File: src/rtl/ibex_pkg.sv
// Shared fetch-path types and constants: widest supported fetch entry and halfword helpers.
package ibex_pkg;

  localparam int unsigned FETCH_BUS_W_MAX = 64;
  localparam int unsigned FETCH_HW_W      = 16;
  localparam int unsigned FETCH_HW_MAX    = FETCH_BUS_W_MAX / FETCH_HW_W;
  localparam int unsigned FETCH_HW_IDX_W  = $clog2(FETCH_HW_MAX);

  // Entries are always stored at the widest bus width; narrower buses zero-fill the top.
  typedef struct packed {
    logic [FETCH_BUS_W_MAX-1:0] data;
    logic                       err;
  } fetch_entry_t;

  typedef enum logic [1:0] {
    SRC_NONE,
    SRC_IN,
    SRC_RD,
    SRC_NXT
  } fetch_src_e;

  function automatic logic [FETCH_HW_W-1:0] fetch_hw(fetch_entry_t e,
                                                     logic [FETCH_HW_IDX_W-1:0] idx);
    logic [FETCH_HW_MAX-1:0][FETCH_HW_W-1:0] hw;
    hw = e.data;
    return hw[idx];
  endfunction

  function automatic logic is_compressed(logic [FETCH_HW_W-1:0] hw);
    return hw[1:0] != 2'b11;
  endfunction

endpackage

File: src/rtl/ibex_fetch_hw_select.sv
// Combinational halfword extractor: picks the low (L) and high (U) instruction halfwords,
// their error bits and availability from the head entry, the entry after it, or the bus input.
module ibex_fetch_hw_select
  import ibex_pkg::*;
#(
  parameter int unsigned BUS_W = 32
) (
  input  fetch_entry_t              i_rd_entry,
  input  fetch_entry_t              i_nxt_entry,
  input  fetch_entry_t              i_in_entry,
  input  logic                      i_in_valid,
  input  logic                      i_cnt_ge1,
  input  logic                      i_cnt_ge2,
  input  logic [FETCH_HW_IDX_W-1:0] i_h,
  output logic [FETCH_HW_W-1:0]     o_l,
  output logic [FETCH_HW_W-1:0]     o_u,
  output logic                      o_l_err,
  output logic                      o_u_err,
  output logic                      o_l_avail,
  output logic                      o_u_avail,
  output logic                      o_l_buf,
  output logic                      o_u_buf
);

  localparam logic [FETCH_HW_IDX_W-1:0] H_LAST = FETCH_HW_IDX_W'(BUS_W / FETCH_HW_W - 1);

  fetch_src_e                  w_l_src;
  fetch_src_e                  w_u_src;
  fetch_entry_t                w_l_entry;
  fetch_entry_t                w_u_entry;
  logic                        w_h_last;
  logic [FETCH_HW_IDX_W-1:0]   w_u_idx;

  assign w_h_last = (i_h == H_LAST);
  assign w_u_idx  = w_h_last ? '0 : i_h + FETCH_HW_IDX_W'(1);

  always_comb begin
    w_l_src = SRC_NONE;
    w_u_src = SRC_NONE;
    if (i_cnt_ge1) begin
      w_l_src = SRC_RD;
    end
`ifdef IBEX_FETCH_FIFO_BYPASS_EN
    else if (i_in_valid) begin
      w_l_src = SRC_IN;
    end
`endif
    // U lives in the same entry as L unless L is the last halfword of its entry.
    if (!w_h_last) begin
      w_u_src = w_l_src;
    end else if (i_cnt_ge2) begin
      w_u_src = SRC_NXT;
    end
`ifdef IBEX_FETCH_FIFO_BYPASS_EN
    else if (i_cnt_ge1 && i_in_valid) begin
      w_u_src = SRC_IN;
    end
`endif
  end

`ifndef IBEX_FETCH_FIFO_BYPASS_EN
  logic w_unused_in_valid;
  assign w_unused_in_valid = i_in_valid;
`endif

  always_comb begin
    w_l_entry = i_rd_entry;
    case (w_l_src)
      SRC_IN:  w_l_entry = i_in_entry;
      SRC_NXT: w_l_entry = i_nxt_entry;
      default: w_l_entry = i_rd_entry;
    endcase
  end

  always_comb begin
    w_u_entry = i_rd_entry;
    case (w_u_src)
      SRC_IN:  w_u_entry = i_in_entry;
      SRC_NXT: w_u_entry = i_nxt_entry;
      default: w_u_entry = i_rd_entry;
    endcase
  end

  assign o_l       = fetch_hw(w_l_entry, i_h);
  assign o_u       = fetch_hw(w_u_entry, w_u_idx);
  assign o_l_err   = w_l_entry.err;
  assign o_u_err   = w_u_entry.err;
  assign o_l_avail = (w_l_src != SRC_NONE);
  assign o_u_avail = (w_u_src != SRC_NONE);
  assign o_l_buf   = (w_l_src == SRC_RD) || (w_l_src == SRC_NXT);
  assign o_u_buf   = (w_u_src == SRC_RD) || (w_u_src == SRC_NXT);

endmodule

File: src/rtl/ibex_fetch_fifo_wide.sv
// Wide instruction fetch FIFO: circular buffer of BUS_W-bit fetch responses, one 32-bit
// instruction out per handshake at any halfword address. Define IBEX_FETCH_FIFO_BYPASS_EN to
// let the bus response feed the output combinationally when the buffer lacks the data.
module ibex_fetch_fifo_wide
  import ibex_pkg::*;
#(
  parameter int unsigned NUM_REQS = 2,
  parameter int unsigned BUS_W    = 32,
  parameter int unsigned DEPTH    = NUM_REQS + 4
) (
  input  logic                       clk_i,
  input  logic                       rst_ni,
  input  logic                       clear_i,
  input  logic                       in_valid_i,
  output logic                       in_ready_o,
  input  logic [31:0]                in_addr_i,
  input  logic [BUS_W-1:0]           in_rdata_i,
  input  logic                       in_err_i,
  output logic                       out_valid_o,
  input  logic                       out_ready_i,
  output logic [31:0]                out_addr_o,
  output logic [31:0]                out_rdata_o,
  output logic                       out_err_o,
  output logic                       out_buf_ins_o,
  output logic [$clog2(DEPTH+1)-1:0] count_o
);

  localparam int unsigned H      = BUS_W / FETCH_HW_W;
  localparam int unsigned HIDX_W = $clog2(H);
  localparam int unsigned PTR_W  = $clog2(DEPTH);
  localparam int unsigned CNT_W  = $clog2(DEPTH + 1);

  localparam logic [HIDX_W-1:0] H_LAST     = HIDX_W'(H - 1);
  localparam logic [HIDX_W-1:0] H_PENULT   = HIDX_W'(H - 2);
  localparam logic [PTR_W-1:0]  PTR_MAX    = PTR_W'(DEPTH - 1);
  localparam logic [CNT_W-1:0]  CNT_FULL   = CNT_W'(DEPTH);
  localparam logic [CNT_W-1:0]  CNT_RDYMAX = CNT_W'(DEPTH - NUM_REQS);

  fetch_entry_t r_mem [DEPTH];
  logic [PTR_W-1:0] r_rd;
  logic [PTR_W-1:0] r_wr;
  logic [CNT_W-1:0] r_count;
  logic [31:1]      r_addr;

  fetch_entry_t          w_in_entry;
  logic [PTR_W-1:0]      w_rd_nxt;
  logic [PTR_W-1:0]      w_wr_nxt;
  logic [HIDX_W-1:0]     w_h;
  logic [FETCH_HW_W-1:0] w_l;
  logic [FETCH_HW_W-1:0] w_u;
  logic                  w_l_err;
  logic                  w_u_err;
  logic                  w_l_avail;
  logic                  w_u_avail;
  logic                  w_l_buf;
  logic                  w_u_buf;
  logic                  w_comp;
  logic                  w_valid;
  logic                  w_hs;
  logic                  w_last;
  logic                  w_push;
  logic                  w_pop;
  logic                  w_unused_addr0;

  assign w_in_entry.data = FETCH_BUS_W_MAX'(in_rdata_i);
  assign w_in_entry.err  = in_err_i;
  assign w_unused_addr0  = in_addr_i[0];

  assign w_rd_nxt = (r_rd == PTR_MAX) ? '0 : r_rd + PTR_W'(1);
  assign w_wr_nxt = (r_wr == PTR_MAX) ? '0 : r_wr + PTR_W'(1);
  assign w_h      = r_addr[HIDX_W:1];

  ibex_fetch_hw_select #(
    .BUS_W(BUS_W)
  ) u_hw_select (
    .i_rd_entry (r_mem[r_rd]),
    .i_nxt_entry(r_mem[w_rd_nxt]),
    .i_in_entry (w_in_entry),
    .i_in_valid (in_valid_i),
    .i_cnt_ge1  (r_count != '0),
    .i_cnt_ge2  (r_count > CNT_W'(1)),
    .i_h        (FETCH_HW_IDX_W'(w_h)),
    .o_l        (w_l),
    .o_u        (w_u),
    .o_l_err    (w_l_err),
    .o_u_err    (w_u_err),
    .o_l_avail  (w_l_avail),
    .o_u_avail  (w_u_avail),
    .o_l_buf    (w_l_buf),
    .o_u_buf    (w_u_buf)
  );

  assign w_comp  = is_compressed(w_l);
  assign w_valid = w_l_avail & (w_comp | w_u_avail);
  assign w_hs    = w_valid & out_ready_i & ~clear_i;
  // An uncompressed instruction starting in the last halfword only borrows hw0 of the
  // following entry, so the head entry retires while the next one stays resident.
  assign w_last  = w_comp ? (w_h == H_LAST) : ((w_h == H_LAST) || (w_h == H_PENULT));
  assign w_push  = in_valid_i & ~clear_i;
  assign w_pop   = w_hs & w_last;

  always_ff @(posedge clk_i) begin
    if (w_push) begin
      r_mem[r_wr] <= w_in_entry;
    end
  end

  always_ff @(posedge clk_i or negedge rst_ni) begin
    if (!rst_ni) begin
      r_rd    <= '0;
      r_wr    <= '0;
      r_count <= '0;
      r_addr  <= '0;
    end else if (clear_i) begin
      r_rd    <= '0;
      r_wr    <= '0;
      r_count <= '0;
      r_addr  <= in_addr_i[31:1];
    end else begin
      if (w_push) begin
        r_wr <= w_wr_nxt;
      end
      if (w_pop) begin
        r_rd <= w_rd_nxt;
      end
      if (w_push && !w_pop) begin
        r_count <= r_count + CNT_W'(1);
      end else if (!w_push && w_pop) begin
        r_count <= r_count - CNT_W'(1);
      end
      if (w_hs) begin
        r_addr <= r_addr + (w_comp ? 31'd1 : 31'd2);
      end
    end
  end

  assign in_ready_o  = (r_count <= CNT_RDYMAX);
  assign out_valid_o = w_valid;
  assign out_addr_o  = {r_addr, 1'b0};
  assign out_rdata_o = {w_u, w_l};
  assign out_err_o   = w_l_err | (~w_comp & w_u_err);
  assign count_o     = r_count;

`ifdef IBEX_FETCH_FIFO_BYPASS_EN
  assign out_buf_ins_o = w_valid & w_l_buf & (w_comp | w_u_buf);
`else
  logic w_unused_buf;
  assign w_unused_buf  = w_l_buf ^ w_u_buf;
  assign out_buf_ins_o = w_valid;
`endif

  a_no_overflow: assert property (@(posedge clk_i) disable iff (!rst_ni)
    !(w_push && !w_pop && (r_count == CNT_FULL)));

endmodule

File: config.mk
export PLATFORM = sky130hd
export DESIGN_NAME = ibex_fetch_fifo_wide
export DESIGN_NICKNAME = d
export VERILOG_FILES = /design/src/rtl/ibex_pkg.sv /design/src/rtl/ibex_fetch_hw_select.sv /design/src/rtl/ibex_fetch_fifo_wide.sv
export SDC_FILE = /design/constraint.sdc
export NUM_CORES = 1
export LEC_CHECK = 0
export ABC_CLOCK_PERIOD_IN_PS = 4500
export CORE_MARGIN = 10
export CORE_UTILIZATION = 42
export CTS_BUF_LIST = sky130_fd_sc_hd__clkbuf_16
export CTS_CLUSTER_SIZE = 25
export DETAILED_ROUTE_END_ITERATION = 8
export DONT_BUFFER_PORTS = 1
export PLACE_DENSITY = 0.57
export SETUP_SLACK_MARGIN = 0.05
export SYNTH_ARGS = -nofsm -noshare
export SYNTH_HDL_FRONTEND = slang
export SYNTH_HIERARCHICAL = 1
export SYNTH_SLANG_ARGS = --single-unit
File: constraint.sdc
create_clock -name clk_i -period 4.5 [get_ports clk_i]
set_clock_uncertainty 0.1 [all_clocks]
set_input_delay 0.225 -clock clk_i [delete_from_list [all_inputs] [get_ports clk_i]]
set_output_delay 0.225 -clock clk_i [all_outputs]
set_load 0.05 [all_outputs]
After elaboration in Yosys (flattened, before gate mapping)
Memories as Yosys holds them, arrays and structs flattened.
Index checks and enable logic that the tools add are counted.
- register bits after elaboration: 40
- RAM bits: 198
- output and inout bits: 71
- word-level logic and storage cells: 68
- memories kept: 1
- $add $sub $neg: 6
- magnitude comparators: 4
- equal/unequal tests: 7
- muxes and demuxes: 25
- bitwise logic cells: 10
- reduce and logical (&&, ||, !) cells: 11
- memory list (name ; depth ; width ; rd ports ; clocked after Yosys merged registers in ; wr ports ; RTL line ; RTL):
    r_mem ; 6 ; 33 ; 2 ; 0 ; 1 ; ibex_fetch_fifo_wide.sv:39 ; fetch_entry_t r_mem [DEPTH];
- operators by type and width (operator ; number):
    $pmux 65 s2 ; 1
    $pmux 33 s2 ; 1
    $mux 31 ; 2
    $mux 16 ; 3
    $bmux 16 s2 ; 1
    $add 31x2->31 ; 1
    $mux 3 ; 9
    $mux 2 ; 5
    $reduce_bool 2->1 ; 5
    $add 3x1->3 const B ; 3
    $and 1x1->1 ; 6
    $eq 3x3->1 const B ; 2
    $reduce_bool 3->1 ; 2
    $eq 2x1->1 const B ; 2
    $eq 2x2->1 const B ; 2
    $gt 3x1->1 const B ; 1
    $le 3x3->1 const B ; 1
    $lt 1x3->1 const B ; 1
    $lt 2x3->1 const B ; 1
    $mux 1 ; 3
    $sub 3x1->3 const B ; 1
    $add 1x1->2 const B ; 1
    $logic_and 1x1->1 ; 2
    $logic_not 1->1 ; 2
    3 further kinds ; 5

Longest topological paths before layout
Gate-level depths: netlist of run 1.
- depth in word-level cells: 16
- depth in mapped cells: 17
- depth with buffers taken out: 14

Cells and area by module
The synthesis of run 1 kept the hierarchy.
- modules (own cells, without submodules) (module ; times used ; cells an instance ; area an instance (um2) ; sequential area each (um2)):
    ibex_fetch_fifo_wide ; 1 ; 925 ; 11111.9 ; 6946.7
    ibex_fetch_hw_select ; 1 ; 122 ; 1182.4 ; 0.0

Worst setup path after synthesis of run 1
OpenSTA, ideal clock, no wires.
- path kind: register -> register
- start: register r_rd[2]
- end: register r_addr[11] (netlist bit)
- library setup time: 125 ps
- arrival: 4119 ps
- data required time: 4275 ps
- path slack: 157 ps
- stages on the path, launching flop included: 16
- buffers on the path: 3
- clock period less this slack: 4343 ps
- cells stage by stage: dfrtp_1 buf_2 clkbuf_1 clkbuf_1 a21oi_1 o21ai_0 mux2i_1 mux2i_1 nand2_1 xnor2_1 ha_1 a31oi_1 nor4_1 nand4_1 xnor2_1 mux2_2
- cells in the longest elaborated chain, start to end: 12
- elaborated cells between the ends (all ways): 17
- classes of those cells: add/sub: 2; eq/ne: 2; mux: 7; bitwise: 4; reduce/logical: 1; memory: 1
- RTL lines (item ; RTL line ; RTL):
    from (decl) ; ibex_fetch_fifo_wide.sv:40 ; logic [PTR_W-1:0] r_rd;
    from (signal assigned) ; ibex_fetch_fifo_wide.sv:124 ; r_rd <= w_rd_nxt;
    $add 3x1->3 / $eq 3x3->1 (equally long branches) ; ibex_fetch_fifo_wide.sv:69 ; assign w_rd_nxt = (r_rd == PTR_MAX) ? '0 : r_rd + PTR_W'(1);
    $mux 3 ; ibex_fetch_fifo_wide.sv:69 ;
    $mem_v2 6x33 * ; n/a ;
    $pmux 33 s2 * ; ibex_fetch_hw_select.sv:68 ; case (w_l_src)
    $mux 16 (not written as such) * (2 in a row) ; ibex_pkg.sv:26 ; return hw[idx];
    via out_rdata_o[0] ; ibex_fetch_fifo_wide.sv:22 ; output logic [31:0] out_rdata_o,
    $ne 2x2->1 * ; ibex_pkg.sv:30 ; return hw[1:0] != 2'b11;
    parallel branches: the longest is 5 deep, another holds $add 31x2->31 ; n/a ;
    to (signal assigned) ; ibex_fetch_fifo_wide.sv:118 ; r_addr <= in_addr_i[31:1];
    to (signal assigned) ; ibex_fetch_fifo_wide.sv:132 ; r_addr <= r_addr + (w_comp ? 31'd1 : 31'd2);
    to (decl) ; ibex_fetch_fifo_wide.sv:43 ; logic [31:1] r_addr;
Mark *: on every way through the listed nets, which the timed path passes. The select of a mux whose other input is x is not followed.
A chain may end at the register's enable or synchronous reset.

Worst setup path in the final report of run 1
- start: register r_rd[2]
- end: output out_rdata_o[23]
- cells in the longest elaborated chain, start to end: 6
- elaborated cells between the ends (all ways): 7
- classes of those cells: add/sub: 1; eq/ne: 1; mux: 4; memory: 1
- RTL lines (item ; RTL line ; RTL):
    $add 3x1->3 / $eq 3x3->1 (equally long branches) ; ibex_fetch_fifo_wide.sv:69 ;
    $mux 3 ; ibex_fetch_fifo_wide.sv:69 ;
    $mem_v2 6x33 * ; n/a ;
    $pmux 65 s2 * ; ibex_fetch_hw_select.sv:77 ; case (w_u_src)
    $bmux 16 s2 * ; ibex_pkg.sv:26 ;
    $mux 16 (not written as such) * ; ibex_pkg.sv:26 ;
    to (decl) ; ibex_fetch_fifo_wide.sv:22 ;
Every way passes the cells marked *; elsewhere a longest branch is shown, timed or not. The select of a mux whose other input is x is not followed.

==> out/metrics.yaml, run 1 <==
gr-total-overflow: 0
run_status: "completed"
cpMaxStageDelayCell: "sky130_fd_sc_hd__a221oi_2"
kind_of_end_point_of_the_critical_path: "primary output"
die_y_um: 188
route.final.wire_length_um: 28400
gp_congestion: 0.751
timing.max_cap.violations: 0
worstPathRequired_ns: 4.18
growth_of_design_area_from_synthesis_to_finish_pct: 17.8
num-nets-final: 1152
category_of_cells_accounting_for_the_largest_share_of_critical_path_delay: "compound AO/OA/AOI/OAI gates"
antenna_found_initial: 0
crit_start: "r_rd[2]"
count_of_final_max_slew_check_failures: 0
signal_arrival_time_at_the_worst_endpoint_ns: 3.55
clock-sinks: 238
power-per-cell-area_nw_per_um2: 450
ctsHoldBuffers: 72
hold_path_class: "in -> reg"
core_region_area_um2: 27800
numCtsBuffers: 27
setup_repair_after_global_routing_missed_its_margin: "false"
ir_drop_v: 0.000251
worst-setup-path-type: "reg -> out"
clk-insertion-delay-late_ns: 0.53
root_buffer_cell: "sky130_fd_sc_hd__clkbuf_16"
post-route-min-period_ns: 3.88
cts-resized-gates: 0
chipWidth_um: 188
clock_path_buffers: 3
n_antenna_cell: 0
route.detailed.wl_per_inst_um: 19.3
dp_worst_setup_slack_ns: 0.811
hold_path.startpoint: "clear_i"
number_of_setup_buffers_added_after_cts: 0
dr.pass1.iters: 5
critical_path.reg2reg.startpoint: "r_rd[2]"
tritoncts: "yes"
final-hold-violation-count: 0
finalWorstSetupSlack_ns: 0.622
yosysWarnings: 6
total_power_w: 0.00626
avgSynthCellArea_um2: 12.1
final.setup.tns_ns: 0
post_drt_via_cell_ratio: 5.17
design.die.area_um2: 35200
detailroute.via_count: 7619
setup_viol_count_final: 0
critPathBufInv: 1
startpoint_type: "register"
initial_utilization_pct: 42.4
layout_worst_path_cycle_share_pct: 86.2
clock.fmax_mhz: 258
global_route_wire_length_before_repair_um: 44200
maxSlewHeadroom_pct: 27.4
portBuffers: 0
dp.final_hpwl_um: 18000
tightest_slew_ns: 1.09
hold_slack_ns: 0.0480
grt_max_degree: 79
post_route_cells_drive_above_1_share_pct: 13.0
finish.instance_area_um2: 13900
worstPathMaxFanout: 59
grt_use_total_pct: 15.7
drt-initial-drc-count: 471
worst_path_largest_cell_delay_ns: 0.90
path_clk_slew_ns: 0.06
cts.htree.levels: 1
path_cells: "buf_4 -> a21oi_1 -> o21ai_0 -> mux2i_1 -> a221oi_2"
synthCells: 978
p_leak_nw: 4.77
final_antenna_net_count: 0
std_cell_rows: 61
drc: 0
vias_in_the_first_global_route: 7680
mappedNetlistArea_um2: 11800
top_level_ports: 141
instance_area_after_placement_um2: 12400
layout by cell type, fill, tap and decap left out, drive strengths merged, types with 9 or more instances in the layout:
cell type,count
nor2,60
and4bb,10
a21oi,38
dlygate4sd3,70
inv,26
buf,40
nand2,125
nor2b,25
nor3,9
edfxtp,198
clkinv,10
mux2,19
dfrtp,40
xor2,16
xnor2,11
a221oi,17
clkbuf,27
conb,34
nand4,18
mux2i,135
nand3,17
o21ai,105
cell type report:
cell class / instances / area (µm²)
clock buffers: 27 / 676
multi-input cells: 685 / 4600
flip-flops and latches: 238 / 6960
well taps: 378 / 473
inverters: 13 / 48.8
clock inverters: 23 / 101
repair buffers: 110 / 1040
fillers: 2523 / 13900
final timing paths:
kind | slack [ns] | cells after the start | end
worst max-delay path | 0.62 | 5 | out_rdata_o[23]
worst min-delay path | 0.05 | 3 | r_mem[2][1]
worst max register to register | 0.69 | 11 | count_o[2]
worst min register to register | 0.52 | 2 | r_wr[2]
max in group asynchronous | 3.97 | 2 | r_rd[2]
min in group asynchronous | 0.13 | 2 | r_rd[1]
power breakdown:
part	leakage (nW)	internal [W]	switching, W
clock	0.425	0.00108	0.000842
sequential	2.28	0.00247	0.000234
combinational	2.07	0.000503	0.00113
total	4.77	0.00405	0.00220
metal layers:
layer	global-route usage, %	part of all wire [%]	vias to the layer above
met4	3.82	2.0	0
met1	21.0	45	3638
met2	25.5	46	189
met3	3.54	6.2	37
li1	-	-	3755
met5	0	0	-
worst reg2reg max path: stages, from the launching register on:
cell and delay [ns]:
sky130_fd_sc_hd__dfrtp_4 0.79, sky130_fd_sc_hd__o21ai_0 0.19, sky130_fd_sc_hd__nand2_1 0.09, sky130_fd_sc_hd__o21ai_0 0.08
sky130_fd_sc_hd__mux2i_1 0.33, sky130_fd_sc_hd__mux2i_2 0.16, sky130_fd_sc_hd__buf_4 0.24, sky130_fd_sc_hd__and3b_1 0.28
sky130_fd_sc_hd__nor3_2 0.54, sky130_fd_sc_hd__nor2_1 0.12, sky130_fd_sc_hd__a211oi_1 0.25, sky130_fd_sc_hd__dlygate4sd3_1 0.59
per-stage QoR:
step | std cells | util (%)
after floorplan | 1011 | -
after global placement | 1352 | 44.5
after detailed placement | 1352 | 44.5
after CTS | 1474 | 50.0
after global routing | 1474 | 50.0
final | 1474 | 50.0
flip-flops by register name, summed over array words and instances, names as in the netlist:
name	flops
r_addr	31
count_o	3
r_wr	3
r_rd	3
r_mem	198
Note: power is estimated with default switching activity, not from simulation.
==> run 2, diff against run 1 <==
--- a/config.mk
+++ b/config.mk
@@ -5,14 +5,15 @@
 export SDC_FILE = /design/constraint.sdc
 export NUM_CORES = 1
 export LEC_CHECK = 0
-export ABC_CLOCK_PERIOD_IN_PS = 4500
+export ABC_CLOCK_PERIOD_IN_PS = 3300
+export CORE_ASPECT_RATIO = 1.2
 export CORE_MARGIN = 10
 export CORE_UTILIZATION = 42
 export CTS_BUF_LIST = sky130_fd_sc_hd__clkbuf_16
 export CTS_CLUSTER_SIZE = 25
 export DETAILED_ROUTE_END_ITERATION = 8
 export DONT_BUFFER_PORTS = 1
-export PLACE_DENSITY = 0.57
+export PLACE_DENSITY = 0.6
 export SETUP_SLACK_MARGIN = 0.05
 export SYNTH_ARGS = -nofsm -noshare
 export SYNTH_HDL_FRONTEND = slang
==> constraint.sdc (replaced) <==
create_clock -name clk_i -period 3.3 [get_ports clk_i]
set_clock_uncertainty 0.1 [all_clocks]
set_input_delay 0.165 -clock clk_i [delete_from_list [all_inputs] [get_ports clk_i]]
set_output_delay 0.165 -clock clk_i [all_outputs]
set_load 0.05 [all_outputs]
==> run 2 against run 1 <==
Compared with the run above: sequential power increased by 31%; non-clock buffer count up 67; sequential share of layout area is 2.4 points lower; critical endpoint is now out_valid_o; first-iteration DRC count down 13%; combinational power is 66% higher; via count rose by 4.8%; clock power increased by 43%; register-to-register slack lost 0.61 ns.
==> out/metrics.yaml, run 2 (synthesized netlist as in run 1, its figures left out) <==
tightest_slew_ns: 0.684  # was 1.09 ns
std_cell_rows: 67  # was 61
detailroute.via_count: 7981  # was 7619
dr.pass1.iters: 5  # unchanged
portBuffers: 0  # unchanged
largest_register_ffs: 198  # unchanged
layout.core_utilization_pct: 52.5  # was 50.0%
nFillCells: 2397  # was 2523
chipWidth_um: 173  # was 188 µm
route.final.wire_length_um: 29300  # was 28400 µm
worst-setup-path-type: "reg -> out"  # unchanged
design.die.area_um2: 35200  # about the same
hold_path_class: "in -> reg"  # unchanged
num-nets-final: 1217  # was 1152
startpoint_type: "register"  # unchanged
final.setup.tns_ns: 0  # unchanged
layout.cells.non_filler: 1537  # was 1474
n_antenna_cell: 0  # unchanged
worstPathMaxFanout: 7  # was 59
setup_repair_after_global_routing_missed_its_margin: "true"  # was false
dp.final_hpwl_um: 18600  # was 18000 µm
layout_common_cells: "sky130_fd_sc_hd__edfxtp_1 (198), sky130_fd_sc_hd__mux2i_1 (131), sky130_fd_sc_hd__nand2_1 (124)"  # was sky130_fd_sc_hd__edfxtp_1 (198), sky130_fd_sc_hd__mux2i_1 (133), sky130_fd_sc_hd__nand2_1 (125)
post-route-min-period_ns: 3.26
post_drt_via_cell_ratio: 5.19  # was 5.17
p_leak_nw: 5.09  # was 4.77 nW
layout_worst_path_cycle_share_pct: 98.8
gr-total-overflow: 0  # unchanged
route.detailed.wl_per_inst_um: 19.1  # was 19.3 µm
grt_use_total_pct: 16.0  # was 15.7%
global_route_wire_length_before_repair_um: 45300  # was 44200 µm
core_region_area_um2: 27800  # about the same
numCtsBuffers: 25  # was 27
run_status: "completed"  # unchanged
antenna_found_initial: 0  # unchanged
final_common_cell: "sky130_fd_sc_hd__edfxtp_1"  # unchanged
clock.fmax_mhz: 307
leading_registers_by_flop_count: "r_mem (198), r_addr (31)"  # unchanged
gp_congestion: 0.786  # was 0.751
power-per-cell-area_nw_per_um2: 618  # was 450 nW/µm²
registers.top_by_ff_count: "r_mem"  # unchanged
tritoncts: "yes"  # unchanged
cts.htree.levels: 1  # unchanged
grt_max_degree: 82  # was 79
root_buffer_cell: "sky130_fd_sc_hd__clkbuf_16"  # unchanged
kind_of_end_point_of_the_critical_path: "primary output"  # unchanged
vias_in_the_first_global_route: 8134  # was 7680
timing.max_cap.violations: 0  # unchanged
growth_of_design_area_from_synthesis_to_finish_pct: 23.8  # was 17.8%
final-hold-violation-count: 0  # unchanged
signal_arrival_time_at_the_worst_endpoint_ns: 3.00  # was 3.55 ns
ir_drop_v: 0.000454  # was 0.000251 V
post_route_cells_drive_above_1_share_pct: 18.3  # was 13.0%
clock-sinks: 238  # unchanged
path_clk_slew_ns: 0.06  # about the same
worst_hold_path.num_cells: 3  # unchanged
clk-insertion-delay-late_ns: 0.52  # was 0.53 ns
placedCellCount: 1398  # was 1352
drc: 0  # unchanged
hold_slack_ns: 0.000466  # was 0.0480 ns
initial_utilization_pct: 42.4  # about the same
count_of_final_max_slew_check_failures: 0  # unchanged
worstPathRequired_ns: 3.03  # was 4.18 ns
setup_viol_count_final: 0  # unchanged
die_y_um: 204  # was 188 µm
final_antenna_net_count: 0  # unchanged
maxSlewHeadroom_pct: 54.4  # was 27.4%
clock_path_buffers: 3  # unchanged
drt-initial-drc-count: 410  # was 471
reg2reg_path_depth: 15  # was 11
top_level_ports: 141  # unchanged
## run 2: cell count changes in the layout (fill, tap and decap cells not counted), sizes merged
cell	change
clkinvlp	+3
buf	+55
dlygate4sd3	+11
clkbuf	-1
bufinv	+3
inv	-9
## run 2: path summary, 6_finish.rpt
check                         endpoint  slack, ns  startpoint
max                        out_valid_o       0.04     r_rd[1]
min                        r_mem[2][1]     0.0005     clear_i
max reg2reg                 r_addr[31]       0.08     r_rd[1]
min reg2reg                 count_o[0]       0.55  count_o[0]
max in group asynchronous      r_rd[2]       2.86      rst_ni
min in group asynchronous      r_rd[1]       0.02      rst_ni
## run 2: per-stage QoR
step / worst slack [ns] / cell area [µm²] / power (W)
floorplan: -0.161 / 12000 / 0.00538
global placement: 0.110 / 12700 / 0.00604
detailed placement: 0.0292 / 12700 / 0.00606
CTS: 0.0559 / 14300 / 0.00900
global route: -0.138 / 14600 / 0.00940
finish: 0.0385 / 14600 / 0.00902
## run 2: area by class of cell
cell class,instances,area (µm²),area share [%]
Clock buffer,25,626,4.29
Clock inverter,20,175,1.20
Inverter,13,48.8,0.334
Multi-Input combinational cell,685,4690,32.1
Sequential cell,238,6960,47.6
Tap cell,379,474,3.25
Timing Repair Buffer,177,1630,11.2
## run 2: worst max-delay path, stage by stage (launching register included)
cell                      delay (ns)
sky130_fd_sc_hd__dfrtp_4        0.49
sky130_fd_sc_hd__buf_12         0.15
sky130_fd_sc_hd__mux2i_1        0.11
sky130_fd_sc_hd__o21ai_1        0.19
sky130_fd_sc_hd__nand2_1        0.09
sky130_fd_sc_hd__o21ai_2        0.09
sky130_fd_sc_hd__mux2i_1        0.13
sky130_fd_sc_hd__mux2i_4        0.22
sky130_fd_sc_hd__buf_8          0.20
sky130_fd_sc_hd__and3b_2        0.24
sky130_fd_sc_hd__buf_4          0.14
sky130_fd_sc_hd__and2b_2        0.23
sky130_fd_sc_hd__buf_12         0.17
## run 2: layer usage
metal  share of wire [%]  track usage (%)  up-vias
met1                  42             19.1     3878
met4                 1.2             3.11        0
met2                  50             28.2      199
met5                   0                0        -
met3                 6.7             4.75       26
li1                    -                -     3878
## run 2: repair_timing
| action | 4_1_cts | 5_1_grt |
|---|---|---|
| resized for setup | 19 | 10 |
| hold endpoints to repair | 288 | 37 |
| pin swaps | 1 | 4 |
| setup endpoints to repair | 28 | 37 |
| gates cloned | 0 | 0 |
| buffers inserted | 5 | 6 |
| hold buffers | 59 | 24 |
## run 2: power by group
group / switching, W / internal [W]
Combinational: 0.00175 / 0.000967
Clock: 0.00114 / 0.00161
Sequential: 0.000187 / 0.00336
Total: 0.00308 / 0.00594
